--- config.mk ---
export PLATFORM = sky130hd
export DESIGN_NAME = mem_arbiter_ctrl
export DESIGN_NICKNAME = d
export VERILOG_FILES = /design/src/rtl/mem_arbiter_ctrl.sv
export SDC_FILE = /design/constraint.sdc
export NUM_CORES = 1
export LEC_CHECK = 0
export BUFFER_PORTS_ARGS = -buffer_cell sky130_fd_sc_hd__buf_2
export CORE_AREA = 2 2 127 129
export DETAILED_ROUTE_END_ITERATION = 12
export DIE_AREA = 0 0 129 131
export PLACE_DENSITY = 0.62
export SLEW_MARGIN = 10
export SYNTH_ARGS = -nofsm -noshare
export SYNTH_HDL_FRONTEND = slang
export SYNTH_SLANG_ARGS = --single-unit
export TNS_END_PERCENT = 10
--- constraint.sdc ---
create_clock -name CLK -period 2.2 [get_ports CLK]
set_input_delay 0.55 -clock CLK [delete_from_list [all_inputs] [get_ports CLK]]
set_output_delay 0.55 -clock CLK [all_outputs]
set_load 0.05 [all_outputs]
--- src/rtl/mem_arbiter_ctrl.sv ---
// mem_arbiter_ctrl: dcache/icache arbiter in front of the
// single-port RAM, with per-requester wait/load handshakes.
module mem_arbiter_ctrl #(
  parameter int ADDR_W = 32,
  parameter int DATA_W = 32
) (
  input  logic              CLK,
  input  logic              nRST,
  input  logic              dREN,
  input  logic              dWEN,
  input  logic [ADDR_W-1:0] daddr,
  input  logic [DATA_W-1:0] dstore,
  output logic              dwait,
  output logic [DATA_W-1:0] dload,
  input  logic              iREN,
  input  logic [ADDR_W-1:0] iaddr,
  output logic              iwait,
  output logic [DATA_W-1:0] iload,
  output logic              ramREN,
  output logic              ramWEN,
  output logic [ADDR_W-1:0] ramaddr,
  output logic [DATA_W-1:0] ramstore,
  input  logic [DATA_W-1:0] ramload,
  input  logic [1:0]        ramstate,
  output logic              ram_err,
  output logic [31:0]       dxfer_cnt,
  output logic [31:0]       ixfer_cnt
);

  localparam logic [1:0] RAM_ACCESS = 2'd2;
  localparam logic [1:0] RAM_ERROR  = 2'd3;

  typedef enum logic [1:0] {
    IDLE,
    DGRANT,
    IGRANT
  } state_t;

  state_t      state_q, state_d;
  logic        last_d_q, last_d_d;
  logic        err_q, err_d;
  logic [31:0] dcnt_q, dcnt_d;
  logic [31:0] icnt_q, icnt_d;

  logic dreq;
  logic ram_done;
  logic ram_bad;

  assign dreq     = dREN | dWEN;
  assign ram_bad  = (ramstate == RAM_ERROR);
  assign ram_done = (ramstate == RAM_ACCESS) | ram_bad;

  assign ram_err   = err_q;
  assign dxfer_cnt = dcnt_q;
  assign ixfer_cnt = icnt_q;

  // Grant decode, RAM drive and same-cycle completion handshake.
  always_comb begin
    state_d  = state_q;
    last_d_d = last_d_q;
    err_d    = err_q;
    dcnt_d   = dcnt_q;
    icnt_d   = icnt_q;
    dwait    = 1'b1;
    iwait    = 1'b1;
    dload    = '0;
    iload    = '0;
    ramREN   = 1'b0;
    ramWEN   = 1'b0;
    ramaddr  = '0;
    ramstore = '0;
    unique case (state_q)
      IDLE: begin
        if (dreq && iREN) begin
          state_d = last_d_q ? IGRANT : DGRANT;
        end else if (dreq) begin
          state_d = DGRANT;
        end else if (iREN) begin
          state_d = IGRANT;
        end
      end
      DGRANT: begin
        ramaddr  = daddr;
        ramstore = dstore;
        ramWEN   = dWEN;
        ramREN   = dREN & ~dWEN;
        if (!dreq) begin
          state_d = IDLE;
        end else if (ram_done) begin
          dwait    = 1'b0;
          dload    = dWEN ? '0 : ramload;
          dcnt_d   = dcnt_q + 32'd1;
          last_d_d = 1'b1;
          err_d    = err_q | ram_bad;
          state_d  = IDLE;
        end
      end
      IGRANT: begin
        ramaddr = iaddr;
        ramREN  = iREN;
        if (!iREN) begin
          state_d = IDLE;
        end else if (ram_done) begin
          iwait    = 1'b0;
          iload    = ramload;
          icnt_d   = icnt_q + 32'd1;
          last_d_d = 1'b0;
          err_d    = err_q | ram_bad;
          state_d  = IDLE;
        end
      end
      default: state_d = IDLE;
    endcase
  end

  // State, fairness bit, sticky error and transfer counters.
  always_ff @(posedge CLK or negedge nRST) begin
    if (!nRST) begin
      state_q  <= IDLE;
      last_d_q <= 1'b0;
      err_q    <= 1'b0;
      dcnt_q   <= '0;
      icnt_q   <= '0;
    end else begin
      state_q  <= state_d;
      last_d_q <= last_d_d;
      err_q    <= err_d;
      dcnt_q   <= dcnt_d;
      icnt_q   <= icnt_d;
    end
  end

endmodule

# After elaboration in Yosys (flattened, before gate mapping)
# Index checks and enable logic that the tools add are counted.
word_totals:
  regBits: 68
  latch_bits: 0
  mem_bits_rw: 0
  romBits: 0
  inputBits: 135
  output_inout_bits: 197
  mem_count: 0
op_classes:
  n_addsub: 2
  multipliers: 0
  div: 0
  order_cmp: 0
  n_eq_ne: 9
  shift: 0
  mux: 33
  n_bitwise: 5
  n_reduce_logical: 7
op_table:
  columns: ["cell", "n"]
  rows:
  - ["$mux W32", 8]
  - ["$add A32 B1 Y32 const B", 2]
  - ["$pmux W32 S2", 1]
  - ["$mux W2", 7]
  - ["$mux W1", 13]
  - ["$reduce_and A3 Y1", 3]
  - ["$ne A2 B2 Y1 const B", 4]
  - ["$eq A2 B2 Y1 const B", 3]
  - ["$pmux W1 S2", 3]
  - ["$pmux W2 S3", 1]
  - ["$reduce_and A5 Y1", 1]
  - ["$ne A4 B4 Y1 const B", 1]
  - ["$or A1 B1 Y1", 3]
  - ["$eq A2 B1 Y1 const B", 1]
  - ["$logic_not A2 Y1", 1]
  - ["$reduce_bool A2 Y1", 1]
  - ["$and A1 B1 Y1", 1]
  - ["$logic_and A1 B1 Y1", 1]
  - ["$not A1 Y1", 1]

# Longest topological paths before layout
# Gate-level depths: netlist of run 1.
logic_depth:
  depth_word: 5
  mapped_depth: 8
  mapped_depth_nobuf: 6

# Worst setup path before layout of run 1
# OpenSTA, ideal clock, no wires.
synth_path:
  path_type: "register to output"
  from: "reg state_q[1]"
  to: "out ramREN"
  t_arrival_ns: 2.219
  setup_slack_ns: -0.569
  stages_incl_launch_ff: 7
  path_cell_list: "dfrtp_1 > inv_1 > ha_1 > buf_2 > clkbuf_1 > nand3b_1 > a21boi_0"
synth_via:
  elab_chain_cells: 2
synth_lines:
  columns: ["item", "line", "rtl"]
  rows:
  - ["from (decl)", "39", "state_t state_q, state_d;"]
  - ["from (signal assigned)", "125", "state_q <= state_d;"]
  - ["$eq A2 B2 Y1 or $eq A2 B1 Y1 (tied branches)", "72", "unique case (state_q)"]
  - ["$pmux W1 S2 *", "72", null]
  - ["to (decl)", "19", "output logic ramREN,"]
# Mark *: on every way between the ends. The rest lies on a longest branch, timed or not.

# Worst setup path in the final report of run 1
layout_path:
  from: "reg state_q[1]"
  to: "out dload[20]"
layout_via:
  elab_chain_cells: 2
layout_lines:
  columns: ["item", "line", "rtl"]
  rows:
  - ["$eq A2 B1 Y1", "72", null]
  - ["$mux W32", "72", null]
  - ["to (decl)", "14", "output logic [DATA_W-1:0] dload,"]
# Every way passes these cells.

==> results.cfg, run 1 <==
[run_status]
status = finished with violations
violations = setup timing

[global_routing]
grt_max_degree = 46
first_global_vias = 4583
gr-total-overflow = 0
grt_antenna_before_repair = 4
grt_usage_pct = 23.7
grt_pass1_wl_um = 29200

[finish]
final_common_cell = buf_2
syn_to_final_growth_pct = 96.8
final_layout_size_suffix_gt1_share_pct = 61.1
layout_common_cells = 200 x buf_2, 67 x dfrtp_1, 58 x buf_6
nets = 973

[worst_setup_path]
crit_chain = inv_4 > ha_4 > and4b_4 > clkbuf_16 > and2_4 > buf_8
crit_family = simple AND/OR/NAND/NOR gates
cp.required_ns = 1.65
crit_path_top_delay_cell = dfrtp_2
worst_r2r_startpoint = state_q[1]
r2r_end = ixfer_cnt[22]
crit_fanout = 8
rr_worst_depth = 8
max_stage_delay_ns = 0.44
critPathKind = flop to output port
crit_buf_inv = 3
regToRegSetupSlack_ns = 0.03
worst_ep_arrival_time_ns = 1.84
worstSetupEndpointType = output port
cp-start-kind = flop

[floorplanning]
initial_utilization_pct = 28.3
die_area_sq_mm = 0.0169
core_area_sq_mm = 0.0156
rows = 46
ios = 332
die_h_um = 131
die_w_um = 129

[sta]
finalSetupViolCount = 132
rsz0062_at_grt = yes
slew_violations = 0
tightestPinTransition_ns = 0.474
fin_ws_ns = -0.192
hold_violations = 0
finClkSkew_ns = 0.0115
period_share_pct = 109
tns_ns = -13.86
max_freq_ghz = 0.418
period_needed_ns = 2.39
max_slew_margin_pct = 68.2

[clocking]
cts_tree = built
htreeDepth = 3
cts-root-buf = clkbuf_16
cts_sinks = 68
ctsHoldBuffers = 0
path_clk_slew_ns = 0.06
clock_latency_ns = 0.33
cts_buffers = 9
cts_buffer_depth = 2

[job]
cap_violations = 0

[detailed_routing]
totalWireLength_um = 23000
drc = 0
ant_nets = 0
drt_iter0_drc = 391
avgRoutedWirePerCell_um = 21.8
dr.pass1.iters = 5
vias_per_cell = 4.90
vias = 5168

[logic_synthesis]
synthArstFlopShare_pct = 100
syn_nets = 618
synth_edf_count = 0
netlist_instances = 477
synth-seq-area-share_pct = 38.5
ys_warn_count = 0
synth.avg_cell_area_sq_um = 9.26
netlist_area_sq_mm = 0.00442
synth_cell_types = 39
synth_flop_cell = dfrtp_1
synth-seq-cells = 68

[place]
place_congestion = 0.856
hpwlAfterDp_um = 16500
io_buffers = 331
dp_worst_setup_slack_ns = 0.0547

[power]
p_per_area_mw_per_mm2 = 1030
finalPower_mw = 8.92
power_leakage_nw = 4.25
vdd_drop_max_mv = 0.564

[worst_hold_path]
hold_path.class = input pin to asynchronous set/reset pin
-- flip-flops by register name, summed over array words and instances (netlist names) --
signal and count:
last_d_q 1, state_q 2, dxfer_cnt 32, ixfer_cnt 32, ram_err 1
-- cell usage after synthesis (all sizes together), types with 2 or more instances --
cell | count | area (sq um)
nand3b | 2 | 15.0
nor2 | 12 | 45.0
clkbuf | 17 | 63.8
nor3 | 14 | 75.1
and3 | 5 | 31.3
xor2 | 21 | 184
a21oi | 3 | 15.0
nand3 | 21 | 105
inv | 12 | 45.0
nand2 | 26 | 100
and4 | 8 | 70.1
o21ai | 2 | 10.0
xnor2 | 41 | 359
nor2b | 32 | 200
nand4 | 25 | 193
dfrtp | 68 | 1700
a22oi | 32 | 240
and2 | 101 | 632
nor3b | 2 | 15.0
buf | 6 | 28.8
a21o | 3 | 22.5
a22o | 2 | 17.5
nor4 | 9 | 114
ha | 6 | 75.1
-- cells by family (layout without fill, tap and decap cells) --
family,count (synthesis),in the layout,share of synthesized area [%]
compound gates,45,45,7.48
xor+xnor,62,62,12.3
fa+ha+maj,6,6,1.70
buf+inv,35,395,3.12
flops,68,68,38.5
mux,1,1,0.255
other cells,0,2,0
simple gates,260,260,36.6
-- what timing repair did --
item	4_1_cts	5_1_grt
gates resized for setup	201	151
setup endpoints to repair	132	142
buffers inserted	2	7
cloned	1	7
pin swaps	2	54
-- layout make-up --
class                      count  area (sq um)
fill                        1324          6910
timing repair buffer         367          3370
multi-input combinational    374          2970
sequential                    68          1700
tap                          216           270
clock buffer                  13           260
clock inverter                 3          68.8
inverter                      12          50.0
antenna                        2          5.00
-- worst max-delay path by stage --
stage	from	end	slack (ns)	cells after the start
global route	state_q[1]	dload[20]	-0.24	6
global placement	state_q[1]	dload[13]	0.08	6
floorplan	state_q[0]	ramaddr[7]	-0.23	6
detailed placement	state_q[1]	dload[2]	0.05	6
CTS	state_q[1]	dload[2]	-0.15	6
finish	state_q[1]	dload[20]	-0.19	6
-- metrics by stage --
| step | instance area, sq um | cells | utilization [%] | hold slack (ns) |
|---|---|---|---|---|
| 5_1_grt | 8690 | 1053 | 55.7 | 0.0978 |
| 3_5_place_dp | 6980 | 1020 | 44.8 | 0.440 |
| 4_1_cts | 7970 | 1039 | 51.1 | 0.0854 |
| 3_3_place_gp | 6980 | 1020 | 44.8 | 0.439 |
| 6_report | 8690 | 1055 | 55.7 | 0.0941 |
| 2_1_floorplan | 4430 | 477 | - | 0.254 |
-- per-layer routing --
layer  track usage, %  part of all wire [%]
met3             12.8                    12
met5                0                  0.16
met1             32.7                    41
met2             32.8                    45
met4             4.16                  0.91
-- power by group --
part           total (mW)  switching (mW)  internal (mW)
Combinational        5.84            3.37           2.47
Clock                1.60           0.538           1.06
Sequential           1.49           0.144           1.34
Total                8.92            4.05           4.87
(Power assumes the default switching activity.)
==> run 2, diff against run 1 <==
Settings changed: SKIP_CTS_REPAIR_TIMING set to 1.
==> run 2 against run 1 <==
Net effect: the flow still finishes with violations (setup timing); sequential power about the same; combinational power decreased by 11%; critical path depth unchanged; clock skew decreased by 0.0011 ns; sequential share of layout area increased by 0.82 points; first-iteration DRC count decreased by 13%.
==> results.cfg, run 2 (synthesized netlist as in run 1, its figures left out) <==
[worst_setup_path]
crit_chain = inv_2 > ha_4 > and4b_4 > buf_6 > and2_4 > buf_6
worstSetupEndpointType = output port
cp.required_ns = 1.65
max_stage_delay_ns = 0.43
crit_path_top_delay_cell = dfrtp_2
crit_fanout = 8
cp-start-kind = flop
critPathMostFrequentCell = buf_6
critPathKind = flop to output port
worst_ep_arrival_time_ns = 1.86

[sta]
period_needed_ns = 2.41
finClkSkew_ns = 0.0105
period_share_pct = 110
fin_ws_ns = -0.209
rsz0062_at_grt = yes
max_slew_margin_pct = 68.2
finalSetupViolCount = 97
hold_violations = 0
slew_violations = 0
max_freq_ghz = 0.415
tightestPinTransition_ns = 0.474
tns_ns = -10.10

[detailed_routing]
totalWireLength_um = 21700
vias_per_cell = 4.82
wl_met3_um = 2740
dr_wl_met2_um = 9450
m1WireLength_um = 9260
drt_iter0_drc = 342
top_layer = met5
dr.pass1.iters = 4
drc = 0
avgRoutedWirePerCell_um = 20.8
ant_nets = 0
vias = 5032

[run_status]
violations = setup timing
status = finished with violations

[worst_hold_path]
hold_path.class = input pin to asynchronous set/reset pin

[floorplanning]
rows = 46
initial_utilization_pct = 28.3
die_w_um = 129
ios = 332
die_h_um = 131
die_area_sq_mm = 0.0169
core_area_sq_mm = 0.0156

[global_routing]
grt_usage_pct = 22.4
grt_pass1_wl_um = 27700
grt_max_degree = 46
gr-total-overflow = 0
first_global_vias = 4369
grt_antenna_before_repair = 4

[place]
placed_cell_area_sq_mm = 0.00698
place_congestion = 0.856
io_buffers = 331
hpwlAfterDp_um = 16500
dp_worst_setup_slack_ns = 0.0547

[power]
seq_power_share_pct = 18.0
internal_power_mw = 4.49
pwr-share-clk_pct = 19.2
p_per_area_mw_per_mm2 = 992
switching_share_pct = 45.8
vdd_drop_max_mv = 0.557
switchingPower_mw = 3.80
power_leakage_nw = 4.15
combPwrFrac_pct = 62.8

[clocking]
cts_sinks = 68
cts_buffers = 9
clock_latency_ns = 0.33
cts-root-buf = clkbuf_16
cts_tree = built
cts_buffer_depth = 2
htreeDepth = 3
path_clk_slew_ns = 0.06

[job]
cap_violations = 0

[finish]
post-route-cell-area_sq_mm = 0.00835
final_layout_size_suffix_gt1_share_pct = 57.6
nets = 961
syn_to_final_growth_pct = 89.0
final_common_cell = buf_2
layout_common_cells = 200 x buf_2, 66 x dfrtp_1, 59 x and2_4
==> run 2: changes by cell type in the layout (fill, tap and decap cells not counted), sizes merged <==
cell,previous run,this run
clkbuf,19,22
buf,361,346
==> run 2: critical path: cells and delay by family, from the launching register on <==
kind,cells,cell delay (ns)
fa+ha+maj,1,0.17
simple gates,2,0.50
buf+inv,3,0.42
flops,1,0.43
==> run 2: final cells by class <==
| class | instances | area (sq um) |
|---|---|---|
| diodes | 2 | 5.00 |
| clock buffers | 13 | 260 |
| clock inverters | 3 | 68.8 |
| fillers | 1398 | 7250 |
| inverters | 12 | 47.5 |
| multi-input cells | 374 | 2830 |
| flip-flops and latches | 68 | 1700 |
| well taps | 216 | 270 |
| repair buffers | 355 | 3160 |
==> run 2: final timing paths <==
check                               from  slack (ns)  cells past startpoint       endpoint
hold reg to reg            dxfer_cnt[31]        0.47                      1  dxfer_cnt[31]
setup / recovery              state_q[1]       -0.21                      6      dload[11]
max in group asynchronous           nRST        1.56                      2     state_q[0]
min in group CLK           dxfer_cnt[31]        0.47                      1  dxfer_cnt[31]
hold / removal                      nRST        0.09                      1   dxfer_cnt[2]
setup reg to reg              state_q[0]        0.18                      7  ixfer_cnt[22]
==> run 2: power groups by stage <==
stage / Sequential (mW) / Clock [mW] / Combinational [mW]
4_1_cts: 1.48 / 1.63 / 4.50
3_5_place_dp: 1.50 / 0 / 4.48
2_1_floorplan: 1.69 / 0 / 2.57
3_3_place_gp: 1.50 / 0 / 4.48
6_report: 1.49 / 1.59 / 5.20
5_1_grt: 1.51 / 1.69 / 5.41
==> run 2: per-layer routing <==
layer | vias to the layer above | global-route usage (%)
met5 | - | 0
met4 | 6 | 2.94
met3 | 24 | 12.1
met2 | 249 | 29.9
met1 | 2428 | 32.4
li1 | 2325 | -
==> run 2: stage by stage <==
| step | std cells | hold slack (ns) | utilization (%) | power (mW) |
|---|---|---|---|---|
| floorplan | 477 | 0.254 | - | 4.26 |
| global placement | 1020 | 0.439 | 44.8 | 5.98 |
| detailed placement | 1020 | 0.440 | 44.8 | 5.98 |
| CTS | 1036 | 0.0854 | 46.9 | 7.61 |
| global route | 1041 | 0.0978 | 53.5 | 8.62 |
| finish | 1043 | 0.0945 | 53.5 | 8.28 |
